===== src/rtl/ksa_param.sv =====
// ARC4 key-scheduling engine with configurable key length and an optional
// built-in identity initialisation of the S-memory before the swap loop.
module ksa_param #(
  parameter int KEY_BYTES = 3,
  parameter int INIT_EN   = 1
) (
  input  logic                   clk,
  input  logic                   rst,
  input  logic                   en,
  output logic                   rdy,
  input  logic [8*KEY_BYTES-1:0] key,
  output logic [7:0]             addr,
  input  logic [7:0]             rddata,
  output logic [7:0]             wrdata,
  output logic                   wren
);

  localparam int KW = (KEY_BYTES > 1) ? $clog2(KEY_BYTES) : 1;

  typedef enum logic [2:0] {IDLE, INIT, RDI, CAPI, RDJ, CAPJ, WRI, WRJ} state_t;

  state_t                 state, state_n;
  logic [7:0]             i, i_n, j, j_n;
  logic [KW-1:0]          kidx, kidx_n;
  logic [7:0]             addr_n, wrdata_n;
  logic                   wren_n, rdy_n;
  logic [7:0]             si, si_n;
  logic [8*KEY_BYTES-1:0] key_q;
  logic                   key_ld;
  logic [7:0]             kb;

  // Key byte selected by the wrapping key index; byte 0 sits in the MSBs.
  always_comb begin
    kb = '0;
    for (int k = 0; k < KEY_BYTES; k++) begin
      if (kidx == KW'(k)) kb = key_q[8*(KEY_BYTES-1-k) +: 8];
    end
  end

  // Outputs are registered from the next state, so each state's memory
  // access is already on the bus during the cycle the state is occupied.
  always_comb begin
    state_n  = state;
    i_n      = i;
    j_n      = j;
    kidx_n   = kidx;
    si_n     = si;
    addr_n   = addr;
    wrdata_n = wrdata;
    wren_n   = 1'b0;
    rdy_n    = rdy;
    key_ld   = 1'b0;
    case (state)
      IDLE: begin
        if (en) begin
          key_ld = 1'b1;
          i_n    = 8'd0;
          j_n    = 8'd0;
          kidx_n = '0;
          rdy_n  = 1'b0;
          addr_n = 8'd0;
          if (INIT_EN != 0) begin
            state_n  = INIT;
            wrdata_n = 8'd0;
            wren_n   = 1'b1;
          end else begin
            state_n = RDI;
          end
        end
      end
      INIT: begin
        i_n    = i + 8'd1;
        addr_n = i + 8'd1;
        if (i == 8'hFF) begin
          state_n = RDI;
        end else begin
          wrdata_n = i + 8'd1;
          wren_n   = 1'b1;
        end
      end
      RDI: state_n = CAPI;
      CAPI: begin
        si_n    = rddata;
        j_n     = j + rddata + kb;
        addr_n  = j + rddata + kb;
        state_n = RDJ;
      end
      RDJ: state_n = CAPJ;
      CAPJ: begin
        // wrdata doubles as the S[j] holding register for the WRI write
        addr_n   = i;
        wrdata_n = rddata;
        wren_n   = 1'b1;
        state_n  = WRI;
      end
      WRI: begin
        addr_n   = j;
        wrdata_n = si;
        wren_n   = 1'b1;
        state_n  = WRJ;
      end
      WRJ: begin
        i_n    = i + 8'd1;
        kidx_n = (kidx == KW'(KEY_BYTES-1)) ? '0 : kidx + KW'(1);
        if (i == 8'hFF) begin
          state_n = IDLE;
          rdy_n   = 1'b1;
        end else begin
          addr_n  = i + 8'd1;
          state_n = RDI;
        end
      end
      default: state_n = IDLE;
    endcase
  end

  always_ff @(posedge clk or posedge rst) begin
    if (rst) begin
      state  <= IDLE;
      i      <= 8'd0;
      j      <= 8'd0;
      kidx   <= '0;
      addr   <= 8'd0;
      wrdata <= 8'd0;
      wren   <= 1'b0;
      rdy    <= 1'b1;
    end else begin
      state  <= state_n;
      i      <= i_n;
      j      <= j_n;
      kidx   <= kidx_n;
      addr   <= addr_n;
      wrdata <= wrdata_n;
      wren   <= wren_n;
      rdy    <= rdy_n;
    end
  end

  always_ff @(posedge clk) begin
    si <= si_n;
    if (key_ld) key_q <= key;
  end

endmodule


===== config.mk =====
export PLATFORM = sky130hd
export DESIGN_NAME = ksa_param
export DESIGN_NICKNAME = d
export VERILOG_FILES = /design/src/rtl/ksa_param.sv
export SDC_FILE = /design/constraint.sdc
export NUM_CORES = 1
export LEC_CHECK = 0
export BUFFER_PORTS_ARGS = -buffer_cell sky130_fd_sc_hd__clkbuf_2
export CORE_MARGIN = 8
export CORE_UTILIZATION = 57
export DETAILED_ROUTE_END_ITERATION = 12
export PLACE_DENSITY = 0.79
export RECOVER_POWER = 50
export SYNTH_ARGS = -nofsm -noshare
export SYNTH_HDL_FRONTEND = slang
export SYNTH_SLANG_ARGS = --single-unit

===== constraint.sdc =====
create_clock -name clk -period 3.7 [get_ports clk]
set_input_delay 0.555 -clock clk [delete_from_list [all_inputs] [get_ports clk]]
set_output_delay 0.555 -clock clk [all_outputs]
set_load 0.03 [all_outputs]

Yosys cells after proc, flatten, opt, wreduce, memory -nomap -nowiden. Cells that the tools add are included.

Register bits: 71. Bits of input ports: 35. Output and inout port bits: 18. Word-level logic and storage cells: 68.

$add $sub $neg: 4. Eq/ne operators: 15. Multiplexer cells: 23. Reduce and logical (&&, ||, !) cells: 16.

Operator list (number): $pmux 8 s6 (1); $mux 8 (5); $pmux 8 s2 (2); $pmux 8 s4 (1); $pmux 3 s8 (1); $add 8x8->8 (2); $eq 3x3->1 const B (4); $ne 2x2->1 const B (5); $reduce_and 3->1 (3); $add 8x1->8 const B (1); $eq 8x8->1 const B (1); $reduce_and 2->1 (4); $eq 3x2->1 const B (2); $mux 2 (3); $mux 3 (2); $reduce_bool 2->1 (3); $reduce_bool 6->1 (1); $mux 1 (5); $pmux 2 s2 (1); $reduce_bool 4->1 (1); $reduce_or 2->1 (2); $eq 3x1->1 const B (1); $logic_not 3->1 (1); $pmux 1 s3 (1); other kinds (5) (5).

Longest topological paths before layout. Gate-level depths: netlist (run 1).

Depth after elaboration: 6. Mapped depth: 14. Gate-level depth less buffers: 12.

Worst setup path after synthesis (run 1). Ideal clock, no wire load.

Path kind: reg2reg. Start: register kidx[0]. End: register addr[5]. Setup time: 0.082 ns. Arrival time: 3.149 ns. Required time: 3.618 ns. Path slack: 0.469 ns. Cell stages (with the launch flop): 14. Cell sequence: dfrtp_1 -> buf_2 -> buf_1 -> mux2i_1 -> o21ai_0 -> fa_1 -> ha_1 -> inv_1 -> fa_1 -> nor2b_1 -> o21ai_0 -> a211o_1 -> a31o_2 -> a31oi_1.

Cells in the longest elaborated chain, start to end: 6. Elaborated cells between the ends (all ways): 8. Those cells by class: add/sub (1); eq/ne (2); mux (4); reduce/logical (1).

RTL lines: start, declared (RTL line 24) `logic [KW-1:0] kidx, kidx_n;`; start signal, assigned (RTL line 131) `kidx <= kidx_n;`; $logic_not 2->1 (RTL line 36) `if (kidx == KW'(k)) kb = key_q[8*(KEY_BYTES-1-k) +: 8];`; $mux 8 (2 in series) (RTL line 36); $mux 8 (*) (RTL line 36); $add 8x8->8 (*) (RTL line 85) `addr_n = j + rddata + kb;`; $pmux 8 s6 (*) (RTL line 53) `case (state)`; end signal, assigned (RTL line 132) `addr <= addr_n;`; end, declared (RTL line 12) `output logic [7:0] addr,`.

Every way passes the cells marked *; elsewhere a longest branch is shown, timed or not. A chain may end at the register's enable or synchronous reset.

Worst setup path after layout (run 1).
Start: register kidx[1]. End: register addr[5].

Same word-level chain as after synthesis.

==> results of run 1 <==
registers in the layout, summed over array words and instances (netlist names):
register,flops
state,3
i,8
wrdata,8
key_q,24
addr,8
si,8
wren,1
j,8
kidx,2
rdy,1
cell families after synthesis:
kind of cell	after synthesis	share of synthesized area, %
buf+inv	36	4.10
fa+ha+maj	15	6.49
flops	71	50.8
simple gates	94	11.9
mux	14	3.70
compound gates	109	20.0
xor+xnor	13	2.98
power groups by stage:
stage          Sequential [uW]  Combinational, uW  Clock [uW]
3_5_place_dp               949                550           0
5_1_grt                    942                630         591
6_report                   934                553         552
3_3_place_gp               947                535           0
2_1_floorplan              939                420           0
4_1_cts                    933                553         562
cell usage in the layout, fill, tap and decap left out, types with 3 or more instances in the layout:
cell      count
nand3b_1      3
clkbuf_1     19
nor2_1       17
clkbuf_2     35
edfxtp_1     32
clkbuf_8      9
buf_4         3
nor3_1        3
a21o_1        6
dfrtp_1      38
o22a_1        6
mux2i_1      13
a211oi_1      4
inv_1        14
xor2_1        4
nand2_1      38
a22o_1        8
o22ai_1       6
nor2b_1       5
a221o_1       3
nand2b_1      3
a22oi_1       8
a31oi_1       3
xnor2_1       9
fa_1          8
nand3_1       6
ha_1          7
o21ai_0      29
a21oi_1      14
routing by layer:
layer / vias up / wire [microns] / GRT usage [%]
met2: 123 / 4260 / 32.1
met4: 0 / 312 / 9.71
met3: 25 / 577 / 5.55
met5: - / 0 / 0
met1: 1429 / 3700 / 22.8
li1: 1385 / - / -
worst paths after layout:
path	startpoint	endpoint	slack [ns]	cells after the start
max	kidx[1]	addr[5]	0.45	12
min	key[9]	key_q[9]	0.38	1
max reg2reg	kidx[1]	addr[5]	0.45	12
min reg2reg	rdy	rdy	0.47	2
max in group asynchronous	rst	j[7]	1.49	3
min in group asynchronous	rst	wrdata[3]	0.97	3
metrics by stage:
step	instances	power (uW)	util [%]
after floorplan	352	1360	-
after global placement	467	1480	61.8
after detailed placement	467	1500	61.8
after CTS	483	2050	64.4
after global routing	483	2160	64.0
final	483	2040	64.0
cell type report:
| cell class | count | share of cell area, % |
|---|---|---|
| multi-input combinational | 245 | 40.5 |
| sequential | 71 | 45.6 |
| clock inverter | 6 | 1.06 |
| tap | 80 | 2.35 |
| clock buffer | 10 | 3.00 |
| timing repair buffer | 56 | 6.24 |
| inverter | 15 | 1.32 |
==> run metrics, run 1 <==
Buf+Inv Stages, Crit Path=1; Gate power share=27.1%; die height=97.8 microns; synth unique cells=62; clock period minus worst slack=3.25 ns; root buffer cell=clkbuf_8; Post-DP Area=4110 sq um; Max stage delay on crit path=0.52 ns; Crit path required time=3.97 ns; Clk Latency, worst-skew pair=0.35 ns; initial DRC count=204; NetSw=650 uW; Flop pwr share=45.8%; total wire length=8.84 mm; I/O pins=53; critical-path cell list=nor2b_1 -> nand2_1 -> o21ai_0 -> fa_1 -> ha_1 -> inv_1 -> fa_1 -> nor2b_1 -> o21ai_0 -> a211o_1 -> a31o_2 -> a31oi_1; RSZ-0062 raised after global routing=false; Synth top area share=25.2%; maximum level of the CTS H-tree=3; setup violators final=0; final hold viol count=0; Cell Area, Synth=3820 sq um; EDFF count, synth=32; vias=2962; clock share of power=27.1%; Hold-fix buffers, CTS=0; Mapped Cells=352; share of post-route cells with drive strength above 1=17.1%; Post-synth ARST share=54.9%; Area Growth Syn to Fin=11.5%; Slew Limit Fails=40; vias in the first global route=3024; Post-Syn Area per Cell=10.8 sq um; DRT Pass-1 Iters=5; Worst Setup End Kind=flip-flop; most area-consuming cells after synthesis=edfxtp_1, dfrtp_1, fa_1; Max clock buf depth=2; CTS Sinks=71; ANT cells=0; final period utilization=87.8%; Crit Path Class=flip-flop to flip-flop; Num CTS Buffers=9; leakage=0.00172 uW; worst setup skew after layout=0.0139 ns; CP arrival=3.52 ns; Peak VDD IR=0.240 mV; status=complete, but fails checks; Syn Nets=402; Slew headroom=-44.9%; Worst Tran Pin Value=2.17 ns; final instance area=4250 sq um; first-pass GRT wire length=14.8 mm; CTS tree=done; number of port buffers=52; final hold slack=0.380 ns; Ys Warns=0; Switching Share=31.9%; postcts setup bufs=0; Multi-input gate area=1720 sq um; violated checks=capacitance limit, slew limit; Post-route DRC=0; Post-synth top flop=dfrtp_1; CP max stage cell=fa_1; Int Power=1390 uW; Routed wire per std cell=18.3 microns; Final HPWL DP=6.59 mm; Total Nets Final=448; Synth area leader=edfxtp_1; fmax=0.308 GHz; total of max-cap violations=1; setup TNS=0 ns; vias per cell=6.13; cell row count=30; core area=6640 sq um; die area=9570 sq um; post-CTS sizing=0; most frequent cells after synthesis=dfrtp_1, nand2_1, edfxtp_1, o21ai_0, nor2_1; sequential fraction of the synthesis area=50.8%; fill cell count=542; Worst-path clk slew=0.08 ns; crit start category=flip-flop; pre-CTS setup slack=0.481 ns; crit path max fanout=14; Die Wd=97.8 microns; pwr dens=479 nW/um^2; largest net degree at the start of global routing=40; RePlAce Congestion=0.893; fin worst setup slack=0.453 ns; Initial Utilization=57.4%; sequential cell area=1940 sq um; grt total ovfl=0; antenna viol nets, final=0; total track usage=19.5%; worst hold path class=input pin to flip-flop; Synth Register Bits=71; antenna violations before repair=0; Crit path max-delay family=adder cells
Power figures use the tool's default switching activity.
==> run 2, diff against run 1 <==
BUFFER_PORTS_ARGS = -buffer_cell sky130_fd_sc_hd__buf_2   (was -buffer_cell sky130_fd_sc_hd__clkbuf_2)
==> run metrics, run 2 (synthesis gave the netlist of run 1 again) <==
reg-to-reg endpoint=addr[5] (unchanged); worst setup skew after layout=0.0107 ns (was 0.0139 ns); antenna viol nets, final=0 (unchanged); postcts setup bufs=0 (unchanged); total track usage=19.7% (was 19.5%); Die Wd=97.8 microns (unchanged); core area=6640 sq um (unchanged); setup violators final=0 (unchanged); final period utilization=88.9% (was 87.8%); total of max-cap violations=0 (was 1); Crit path max-delay family=compound AO/OA/AOI/OAI gates (was adder cells); worst hold path class=input pin to async pin (was input pin to flip-flop); CTS Sinks=71 (unchanged); Worst Reg-to-Reg Cells=12 (unchanged); gr busiest metal=met2 (unchanged); crit path to=addr[5] (unchanged); post-CTS sizing=0 (unchanged); Worst Setup End Kind=flip-flop (unchanged); crit start category=flip-flop (unchanged); GRT met1 Usage=24.0% (was 22.8%); largest net degree at the start of global routing=25 (was 40); total wire length=8.93 mm (was 8.84 mm); initial DRC count=239 (was 204); clock period minus worst slack=3.29 ns (was 3.25 ns); final hold viol count=0 (unchanged); vias in the first global route=3027 (was 3024); CTS tree=done (unchanged); CP max stage cell=dfrtp_1 (was fa_1); met2 GRT Util=33.1% (was 32.1%); leakage=0.00172 uW (about the same); Hold-fix buffers, CTS=0 (unchanged); Crit path depth=12 (unchanged); Worst-path clk slew=0.08 ns (about the same); antenna violations before repair=0 (unchanged); die height=97.8 microns (unchanged); grt total ovfl=0 (unchanged); cell row count=30 (unchanged); Num CTS Buffers=9 (unchanged); status=finished clean (was complete, but fails checks); fill cell count=537 (was 542); Post-DP Area=4110 sq um (unchanged); Peak VDD IR=0.333 mV (was 0.240 mV); crit path max fanout=14 (unchanged); Clk Latency, worst-skew pair=0.35 ns (about the same); I/O pins=53 (unchanged); Max stage delay on crit path=0.55 ns (was 0.52 ns); r2r setup slk=0.41 ns (was 0.45 ns); largest register by flop count=key_q (unchanged); vias=2940 (was 2962); DRT Pass-1 Iters=5 (unchanged); maximum level of the CTS H-tree=3 (unchanged); Worst Tran Pin Value=1.34 ns (was 2.17 ns); Crit path required time=3.97 ns (about the same); Area Growth Syn to Fin=11.4% (was 11.5%); Total Nets Final=448 (unchanged); die area=9570 sq um (unchanged); total chip power=2030 uW (was 2040 uW); Buf+Inv Stages, Crit Path=1 (unchanged); root buffer cell=clkbuf_8 (unchanged); RePlAce Congestion=0.893 (about the same); first-pass GRT wire length=15.1 mm (was 14.8 mm); ANT cells=0 (unchanged); critical-path cell list=nor2b_1 -> nand2_1 -> o21ai_0 -> fa_1 -> ha_1 -> inv_1 -> fa_1 -> nor2b_1 -> o21ai_0 -> a211o_1 -> a31o_2 -> a31oi_1 (unchanged); CP arrival=3.55 ns (was 3.52 ns); Slew Limit Fails=0 (was 40); final instance area=4250 sq um (about the same); share of post-route cells with drive strength above 1=17.4% (was 17.1%); Setup crit start=kidx[1] (unchanged); RSZ-0062 raised after global routing=false (unchanged); placed cell count=467 (unchanged); Max clock buf depth=2 (unchanged); number of flip-flops in the largest register=24 (unchanged); Final HPWL DP=6.69 mm (was 6.59 mm); routing usage on met3=4.34% (was 5.55%); setup TNS=0 ns (unchanged); Crit Path Class=flip-flop to flip-flop (unchanged); fmax=0.304 GHz (was 0.308 GHz); post-route insts no fill=483 (unchanged); Slew headroom=10.5% (was -44.9%); vias per cell=6.09 (was 6.13); Post-route DRC=0 (unchanged); number of port buffers=52 (unchanged); pwr dens=478 nW/um^2 (was 479 nW/um^2); Routed wire per std cell=18.5 microns (was 18.3 microns); Initial Utilization=57.4% (unchanged); RR Startpoint=kidx[1] (unchanged); most frequent cells in the layout=nand2_1, dfrtp_1, buf_2 (was nand2_1, dfrtp_1, clkbuf_2); final hold slack=0.280 ns (was 0.380 ns)
==> run 2: cell types whose count changed in the layout (fill, tap and decap cells not counted) <==
cell        before  now
clkinvlp_4       1    2
clkbuf_2        35    0
inv_4            1    2
buf_2            0   35
clkinv_2         1    2
clkinv_4         2    0
clkbuf_1        19   18
==> run 2: layout make-up <==
cell class,count,area [sq um],area share [%]
Clock buffer,9,124,2.91
Timing Repair Buffer,56,265,6.24
Sequential cell,71,1940,45.6
Tap cell,80,100,2.35
Inverter,15,56.3,1.32
Clock inverter,7,46.3,1.09
Multi-Input combinational cell,245,1720,40.5
==> run 2: per-layer routing <==
layer  routed length (microns)  up-vias
met5                         0        -
met4                       139        0
met3                       440       10
met2                      4480       93
met1                      3870     1450
li1                          -     1387
==> run 2: metrics by stage <==
step	util, %	worst slack (ns)
finish	64.0	0.412
global route	64.0	0.181
CTS	64.4	0.437
detailed placement	61.8	0.443
global placement	61.8	0.580
floorplan	-	0.469
==> run 2: power breakdown <==
part / internal, uW / switching (uW)
Sequential: 876 / 56.1
Combinational: 265 / 291
Clock: 243 / 301
==> run 2: worst min path at each step <==
stage | startpoint | endpoint | cells past startpoint
after floorplan | j[7] | j[7] | 2
after global placement | rdy | rdy | 2
after detailed placement | rdy | rdy | 2
after CTS | rst | wren | 2
after global routing | rst | wren | 2
final | rst | wren | 2
